`config.mk`:
```
export PLATFORM = sky130hd
export DESIGN_NAME = alu_seq
export DESIGN_NICKNAME = d
export VERILOG_FILES = /design/src/rtl/alu_seq.sv
export SDC_FILE = /design/constraint.sdc
export NUM_CORES = 1
export LEC_CHECK = 0
export ABC_AREA = 1
export BUFFER_PORTS_ARGS = -buffer_cell sky130_fd_sc_hd__buf_2
export CAP_MARGIN = 20
export CORE_MARGIN = 4
export CORE_UTILIZATION = 40
export DETAILED_ROUTE_END_ITERATION = 8
export GPL_ROUTABILITY_DRIVEN = 0
export SLEW_MARGIN = 20
export SYNTH_ARGS = -nofsm -noshare
export SYNTH_HDL_FRONTEND = slang
export SYNTH_SLANG_ARGS = --single-unit
```
`constraint.sdc`:
```
create_clock -name clk -period 2.9 [get_ports clk]
set_clock_uncertainty 0.15 [all_clocks]
set_input_delay 0.145 -clock clk [delete_from_list [all_inputs] [get_ports clk]]
set_output_delay 0.145 -clock clk [all_outputs]
set_load 0.01 [all_outputs]
```
`src/rtl/alu_seq.sv`:
```
// alu_seq: sequential ALU with a valid/ready command port and a valid/ready
// response port. Only one command is in flight at a time. Single-cycle
// operations answer one cycle after acceptance. div/mod use a restoring
// divider and answer WIDTH cycles after acceptance.
//
// Optional build macro: ALU_SEQ_OP_COUNT_EN adds a saturating 16-bit op_count
// output that counts response handshakes.
//
// Ports:
//   clk, rst              clock, asynchronous active-high reset
//   cmd_valid/cmd_ready   command handshake
//   cmd_a, cmd_b          unsigned operands (WIDTH bits)
//   cmd_sel               000 pass, 001 add, 010 sub, 011 div, 100 mod,
//                         101 shl1, 110 shr1, 111 A>B
//   rsp_valid/rsp_ready   response handshake
//   rsp_data              result (WIDTH+1 bits)
//   rsp_err               div/mod with B=0
//   op_count              (ALU_SEQ_OP_COUNT_EN only) completed responses
//
// state | meaning
// IDLE  | waiting for a command, cmd_ready high
// DIV   | restoring divider iterating, one quotient bit per cycle
// RESP  | result presented, waiting for rsp_ready
module alu_seq #(
  parameter int WIDTH = 8
) (
  input  logic             clk,
  input  logic             rst,
  input  logic             cmd_valid,
  output logic             cmd_ready,
  input  logic [WIDTH-1:0] cmd_a,
  input  logic [WIDTH-1:0] cmd_b,
  input  logic [2:0]       cmd_sel,
  output logic             rsp_valid,
  input  logic             rsp_ready,
  output logic [WIDTH:0]   rsp_data,
`ifdef ALU_SEQ_OP_COUNT_EN
  output logic [15:0]      op_count,
`endif
  output logic             rsp_err
);

  localparam logic [2:0] OP_PASS = 3'b000;
  localparam logic [2:0] OP_ADD  = 3'b001;
  localparam logic [2:0] OP_SUB  = 3'b010;
  localparam logic [2:0] OP_DIV  = 3'b011;
  localparam logic [2:0] OP_MOD  = 3'b100;
  localparam logic [2:0] OP_SHL  = 3'b101;
  localparam logic [2:0] OP_SHR  = 3'b110;
  localparam logic [2:0] OP_CMP  = 3'b111;
  localparam int CNT_W = (WIDTH > 2) ? $clog2(WIDTH) : 1;

  typedef enum logic [1:0] {IDLE, DIV, RESP} state_t;

  state_t           state, state_nxt;
  logic [WIDTH-1:0] div_rem, div_q, div_b;
  logic             div_mod;
  logic [CNT_W-1:0] div_cnt;

  logic             hs, is_divmod, b_zero;
  logic [WIDTH:0]   alu_res;
  logic [WIDTH-1:0] step_rem, step_q, step_b, rem_nxt, q_nxt, diff;
  logic [WIDTH:0]   shifted;
  logic             ge;

  assign cmd_ready = (state == IDLE) && !rst;
  assign rsp_valid = (state == RESP);
  assign hs        = cmd_valid && cmd_ready;
  assign is_divmod = (cmd_sel == OP_DIV) || (cmd_sel == OP_MOD);
  assign b_zero    = (cmd_b == '0);

  always_comb begin
    alu_res = '0;
    case (cmd_sel)
      OP_PASS: alu_res = {1'b0, cmd_a};
      OP_ADD:  alu_res = {1'b0, cmd_a} + {1'b0, cmd_b};
      OP_SUB:  alu_res = {1'b0, cmd_a} - {1'b0, cmd_b};
      OP_SHL:  alu_res = {cmd_a, 1'b0};
      OP_SHR:  alu_res = {2'b0, cmd_a[WIDTH-1:1]};
      OP_CMP:  alu_res = {{WIDTH{1'b0}}, (cmd_a > cmd_b)};
      default: alu_res = '0;
    endcase
  end

  // One restoring step. The first step runs on the handshake edge straight
  // from the command operands, so the remaining WIDTH-1 steps finish exactly
  // WIDTH cycles after acceptance. The partial remainder is always < B, so
  // the W-bit modular difference is exact whenever ge is set.
  always_comb begin
    step_rem = (state == IDLE) ? '0    : div_rem;
    step_q   = (state == IDLE) ? cmd_a : div_q;
    step_b   = (state == IDLE) ? cmd_b : div_b;
    shifted  = {step_rem, step_q[WIDTH-1]};
    ge       = shifted[WIDTH] || (shifted[WIDTH-1:0] >= step_b);
    diff     = shifted[WIDTH-1:0] - step_b;
    rem_nxt  = ge ? diff : shifted[WIDTH-1:0];
    q_nxt    = {step_q[WIDTH-2:0], ge};
  end

  always_ff @(posedge clk or posedge rst) begin
    if (rst) state <= IDLE;
    else     state <= state_nxt;
  end

  always_comb begin
    state_nxt = state;
    case (state)
      IDLE: if (hs) state_nxt = (is_divmod && !b_zero) ? DIV : RESP;
      DIV:  if (div_cnt == '0) state_nxt = RESP;
      RESP: if (rsp_ready) state_nxt = IDLE;
      default: state_nxt = IDLE;
    endcase
  end

  always_ff @(posedge clk or posedge rst) begin
    if (rst) begin
      div_rem  <= '0;
      div_q    <= '0;
      div_b    <= '0;
      div_mod  <= 1'b0;
      div_cnt  <= '0;
      rsp_data <= '0;
      rsp_err  <= 1'b0;
    end else if (hs) begin
      div_rem <= rem_nxt;
      div_q   <= q_nxt;
      div_b   <= cmd_b;
      div_mod <= (cmd_sel == OP_MOD);
      div_cnt <= CNT_W'(WIDTH - 2);
      if (!(is_divmod && !b_zero)) begin
        rsp_data <= is_divmod ? '0 : alu_res;
        rsp_err  <= is_divmod;
      end
    end else if (state == DIV) begin
      div_rem <= rem_nxt;
      div_q   <= q_nxt;
      if (div_cnt == '0) begin
        rsp_data <= div_mod ? {1'b0, rem_nxt} : {1'b0, q_nxt};
        rsp_err  <= 1'b0;
      end else begin
        div_cnt <= div_cnt - 1'b1;
      end
    end
  end

`ifdef ALU_SEQ_OP_COUNT_EN
  always_ff @(posedge clk or posedge rst) begin
    if (rst)
      op_count <= '0;
    else if ((state == RESP) && rsp_ready && (op_count != 16'hFFFF))
      op_count <= op_count + 16'd1;
  end
`endif

endmodule
```
Word-level counts from Yosys, hierarchy flattened
Index checks and enable logic that the tools add are counted.
{"block": "totals", "elab_cells": 71, "inputBits": 23, "reg_bits": 40, "out_inout_bits": 12}
{"block": "classes", "mux": 27, "order_cmp": 2, "addsub": 4, "n_eq_ne": 14, "reduce_logical": 16}
{"cell": "two-way mux 8 bit", "n": 9}
{"cell": "one-hot mux 9 bit (6 select lines)", "n": 1}
{"cell": "two-way mux 9 bit", "n": 5}
{"cell": "== test 3 bit (second input constant)", "n": 4}
{"cell": "adder 8 x 8 -> 9 bit", "n": 1}
{"cell": "two-way mux 3 bit", "n": 3}
{"cell": "subtractor 8 x 8 -> 9 bit", "n": 1}
{"cell": ">= comparator 8 bit", "n": 1}
{"cell": "> comparator 8 bit", "n": 1}
{"cell": "zero test 8 bit", "n": 1}
{"cell": "two-way mux 2 bit", "n": 4}
{"cell": "inequality test 2 bit (second input constant)", "n": 4}
{"cell": "subtractor 8 bit", "n": 1}
{"cell": "== test 3 x 2 -> 1 bit (second input constant)", "n": 2}
{"cell": "zero test 3 bit", "n": 2}
{"cell": "one-hot mux 2 bit (3 select lines)", "n": 1}
{"cell": "AND reduction 3 bit", "n": 2}
{"cell": "two-way mux 1 bit", "n": 4}
{"cell": "nonzero test 2 bit", "n": 2}
{"cell": "== test 3 x 1 -> 1 bit (second input constant)", "n": 1}
{"cell": "logical AND 1 bit", "n": 3}
{"cell": "subtractor 3 x 1 -> 3 bit (second input constant)", "n": 1}
{"cell": "== test 2 x 1 -> 1 bit (second input constant)", "n": 1}
{"cell": "== test 2 bit (second input constant)", "n": 1}
{"cell": "5 further kinds", "n": 7}

Longest topological paths before layout
{"block": "logic_depth", "depth_word": 9, "depth_mapped": 20, "ltp_nobuf": 19}

Worst setup path before layout
No wires, ideal clock.
{"block": "synth_timing", "path_kind": "flip-flop to flip-flop", "start": "register state[0]", "end": "register rsp_data[2]", "arrival_time_ns": 2.488, "synth_period_minus_slack_ns": 2.755, "path_buffers": 2, "stages_incl_launch_ff": 18, "setup_ns": 0.116, "slack_ns": 0.145, "required_ns": 2.634, "path_cell_list": "dfrtp_1 inv_1 nand2_2 inv_1 clkbuf_8 clkbuf_1 o21ai_0 fa_1 nand3_1 nand2_2 o21ai_2 nand2_4 clkinv_4 o21ai_1 o21ai_1 nand2_1 nand2_1 nand2_1"}
{"block": "synth_via", "elab_chain_cells": 9, "word_cells_on_any_way": 19, "cone_classes": "add/sub: 1; order compare: 1; eq/ne: 2; mux: 8; reduce/logical: 7"}
{"item": "start, declared", "line_no": "55", "source": "state_t state, state_nxt;"}
{"item": "start signal, assigned", "line_no": "102", "source": "else state <= state_nxt;"}
{"item": "zero test 2 bit"}
{"item": "two-way mux 8 bit, on equally long branches", "line_no": "91, 90, 92"}
{"item": ">= comparator 8 bit", "line_no": "94", "source": "ge = shifted[WIDTH] || (shifted[WIDTH-1:0] >= step_b);"}
{"item": "logical OR 1 bit", "line_no": "94"}
{"item": "two-way mux 8 bit", "line_no": "96", "source": "rem_nxt = ge ? diff : shifted[WIDTH-1:0];"}
{"item": "two-way mux 8 bit", "line_no": "138", "source": "rsp_data <= div_mod ? {1'b0, rem_nxt} : {1'b0, q_nxt};"}
{"item": "two-way mux 9 bit", "line_no": "137", "source": "if (div_cnt == '0) begin"}
{"item": "two-way mux 9 bit", "line_no": "134", "source": "end else if (state == DIV) begin"}
{"item": "two-way mux 9 bit", "line_no": "124", "source": "end else if (hs) begin"}
{"item": "end signal, assigned", "line_no": "131", "source": "rsp_data <= is_divmod ? '0 : alu_res;"}
{"item": "end signal, assigned", "line_no": "138"}
{"item": "end, declared", "line_no": "36", "source": "output logic [WIDTH:0] rsp_data,"}
Several ways; a longest one is shown, not always the timed one. The select of a mux whose other input is x is not followed.
A chain may end at the register's enable or synchronous reset.

Worst setup path after layout
{"block": "layout_timing", "start": "register state[0]", "end": "register rsp_data[3]"}
Same word-level chain as after synthesis.

==> metrics.yaml <==
synth_cells: 546
postSynthAreaPerCell_um2: 6.52
pre_cts_slack_ns: 0.117
die_x_um: 102
grt.overflow.total: 0
grt_max_degree: 27
hpwl_um: 8120
grt_pass1_vias: 3476
io_pins: 35
syn-num-nets: 598
dr.pass1.iters: 5
final_util_pct: 46.4
cp.arrival_ns: 2.75
layout_min_cycle_time_ns: 2.70
peakVddDrop_mv: 0.222
htreeDepth: 2
r2r_slack_ns: 0.20
worst_slack_ns: 0.201
yosysSeqAreaShare_pct: 28.1
worst_setup_path_start_kind: "flop"
placed_cells: 681
fmax_ghz: 0.371
avgViaCountPerCell: 5.23
cp_max_fo: 20
wl_per_cell_um: 14.6
met2WireLength_um: 4700
synthToLayoutAreaGrowth_pct: 13.1
layout_common_cells: "nand2_1, inv_1, nand3_1, o21ai_0, dfrtp_1"
antenna_found_initial: 0
initial_core_util_pct: 41.0
cts_tree: "done"
n_antenna_cell: 0
tightest_slew_ns: 0.805
cts_buffer_depth: 2
layout-drive-gt1-share_pct: 12.6
slew-limit-headroom_pct: 46.3
synth_cell_types: 40
final_cell_count_no_fill: 695
yosys.area.top_type: "dfrtp_1"
ys_warn_count: 0
final_nets: 638
powerDensity_mw_per_mm2: 790
holdPathEnd: "div_mod"
period_share_pct: 93.1
grtUsageTotal_pct: 20.0
drc: 0
hp-start: "cmd_sel[2]"
maxCapViolations: 0
cp-end-kind: "flop"
dieArea_mm2: 0.0105
antenna_left: 0
hold_viol: 0
crit_type: "flop to flop"
r2r_end: "rsp_data[3]"
vias: 3632
yosysTopAreaCellShare_pct: 28.1
cts_made_buffers: 5
row_count: 34
wl_met3_um: 525
io_buffers: 34
setup_violations: 0
drt_iter0_markers: 207
ys_top_cells_by_area: "dfrtp_1, nand2_1, ha_1, inv_1, nand3_1"
r2r_cells: 17
crit_required_ns: 2.95
clkSinkCount: 40
mostFrequentLayoutCell: "nand2_1"
clockRootBuffer: "clkbuf_8"
cts.clk_slew.worst_paths_ns: 0.09
wl_met1_um: 4610
synth-seq-cells: 40
clk_latency_ns: 0.30
p_leak_nw: 2.21
hold_path_depth: 3
holdCritPathClass: "input pin to flop"
die_y_um: 102
status: "complete, no violations"
r2r-start: "state[0]"
grt_pass1_wl_um: 16700
core-area_mm2: 0.00868
synth_area_mm2: 0.00356
highest_layer: "met4"
drt_wl_total_um: 10200
slew_violations: 0
critical path: stages, from the launching register on:
cell	delay, ns
dfrtp_1	0.41
inv_2	0.08
nand2_4	0.08
buf_12	0.16
nand2_1	0.05
o21ai_0	0.07
inv_1	0.08
ha_1	0.15
inv_1	0.06
fa_2	0.34
nand3_1	0.09
nand2_2	0.10
o21ai_4	0.25
nand3_1	0.14
nand3_1	0.14
nand3_1	0.10
o21ai_0	0.08
inv_1	0.06
cell usage after synthesis (all sizes together):
| master | number |
|---|---|
| ha | 26 |
| a21boi | 1 |
| dfrtp | 40 |
| nand3 | 56 |
| a41o | 1 |
| o22ai | 8 |
| o211ai | 1 |
| xor2 | 4 |
| and2 | 1 |
| clkbuf | 7 |
| a21o | 1 |
| inv | 86 |
| clkinv | 1 |
| nand4 | 8 |
| buf | 8 |
| or2 | 4 |
| nand3b | 1 |
| a21oi | 33 |
| fa | 3 |
| nand2 | 168 |
| o31ai | 1 |
| a22oi | 1 |
| a31oi | 1 |
| nor2 | 34 |
| o21ai | 50 |
| xnor2 | 1 |
flip-flops by register name, indices dropped and copies added (netlist names):
name and flops:
rsp_data 9, div_b 8, div_q 8, div_rem 8, div_cnt 3, state 2, div_mod 1, rsp_err 1
metrics by stage:
stage	TNS, ns	total power [mW]	hold WS (ns)	cell area [um^2]
floorplan	0	2.15	0.167	3560
global placement	0	2.59	0.199	3850
detailed placement	0	2.62	0.202	3850
CTS	0	3.08	0.0228	3980
global route	-0.0323	3.47	0.0450	4030
finish	0	3.18	0.0180	4030
power breakdown:
part / switching, mW / leakage (nW) / internal [mW] / total, mW
Sequential: 0.119 / 0.497 / 0.791 / 0.910
Combinational: 1.15 / 1.65 / 0.660 / 1.81
Clock: 0.204 / 0.0552 / 0.256 / 0.460
routing by layer:
metal | vias to the layer above | track usage [%]
met2 | 125 | 33.0
met5 | - | 0
met1 | 1643 | 26.6
met4 | 0 | 7.37
met3 | 25 | 2.94
li1 | 1839 | -
repair_timing:
item / CTS / global route
buffers inserted: 0 / 3
hold buffers: 2 / 0
hold endpoints to repair: 18 / 0
setup endpoints to repair: 0 / 13
gates resized for setup: 0 / 10
cell type report:
type | instances | area [um^2]
Multi-Input combinational cell | 405 | 2160
Clock inverter | 2 | 35.0
Sequential cell | 40 | 1000
Clock buffer | 6 | 72.6
Timing Repair Buffer | 47 | 289
Fill cell | 899 | 4650
Inverter | 87 | 332
Tap cell | 108 | 135
worst max-delay path by stage:
stage	start	to	depth (start not counted)
global route	state[0]	rsp_data[5]	19
global placement	state[0]	rsp_data[2]	19
detailed placement	state[0]	rsp_data[2]	17
floorplan	state[0]	rsp_data[2]	17
CTS	state[0]	rsp_data[2]	17
finish	state[0]	rsp_data[3]	17
kinds of logic (layout without fill, tap and decap cells):
family          count (synthesis)  in the layout  synth area share, %
compound gates                 98             98                 15.3
fa+ha+maj                      29             29                 10.8
xor+xnor                        5              5                 1.23
flops                          40             40                 28.1
simple gates                  272            273                 32.6
buf+inv                       102            142                 11.9
Power figures use the tool's default switching activity.
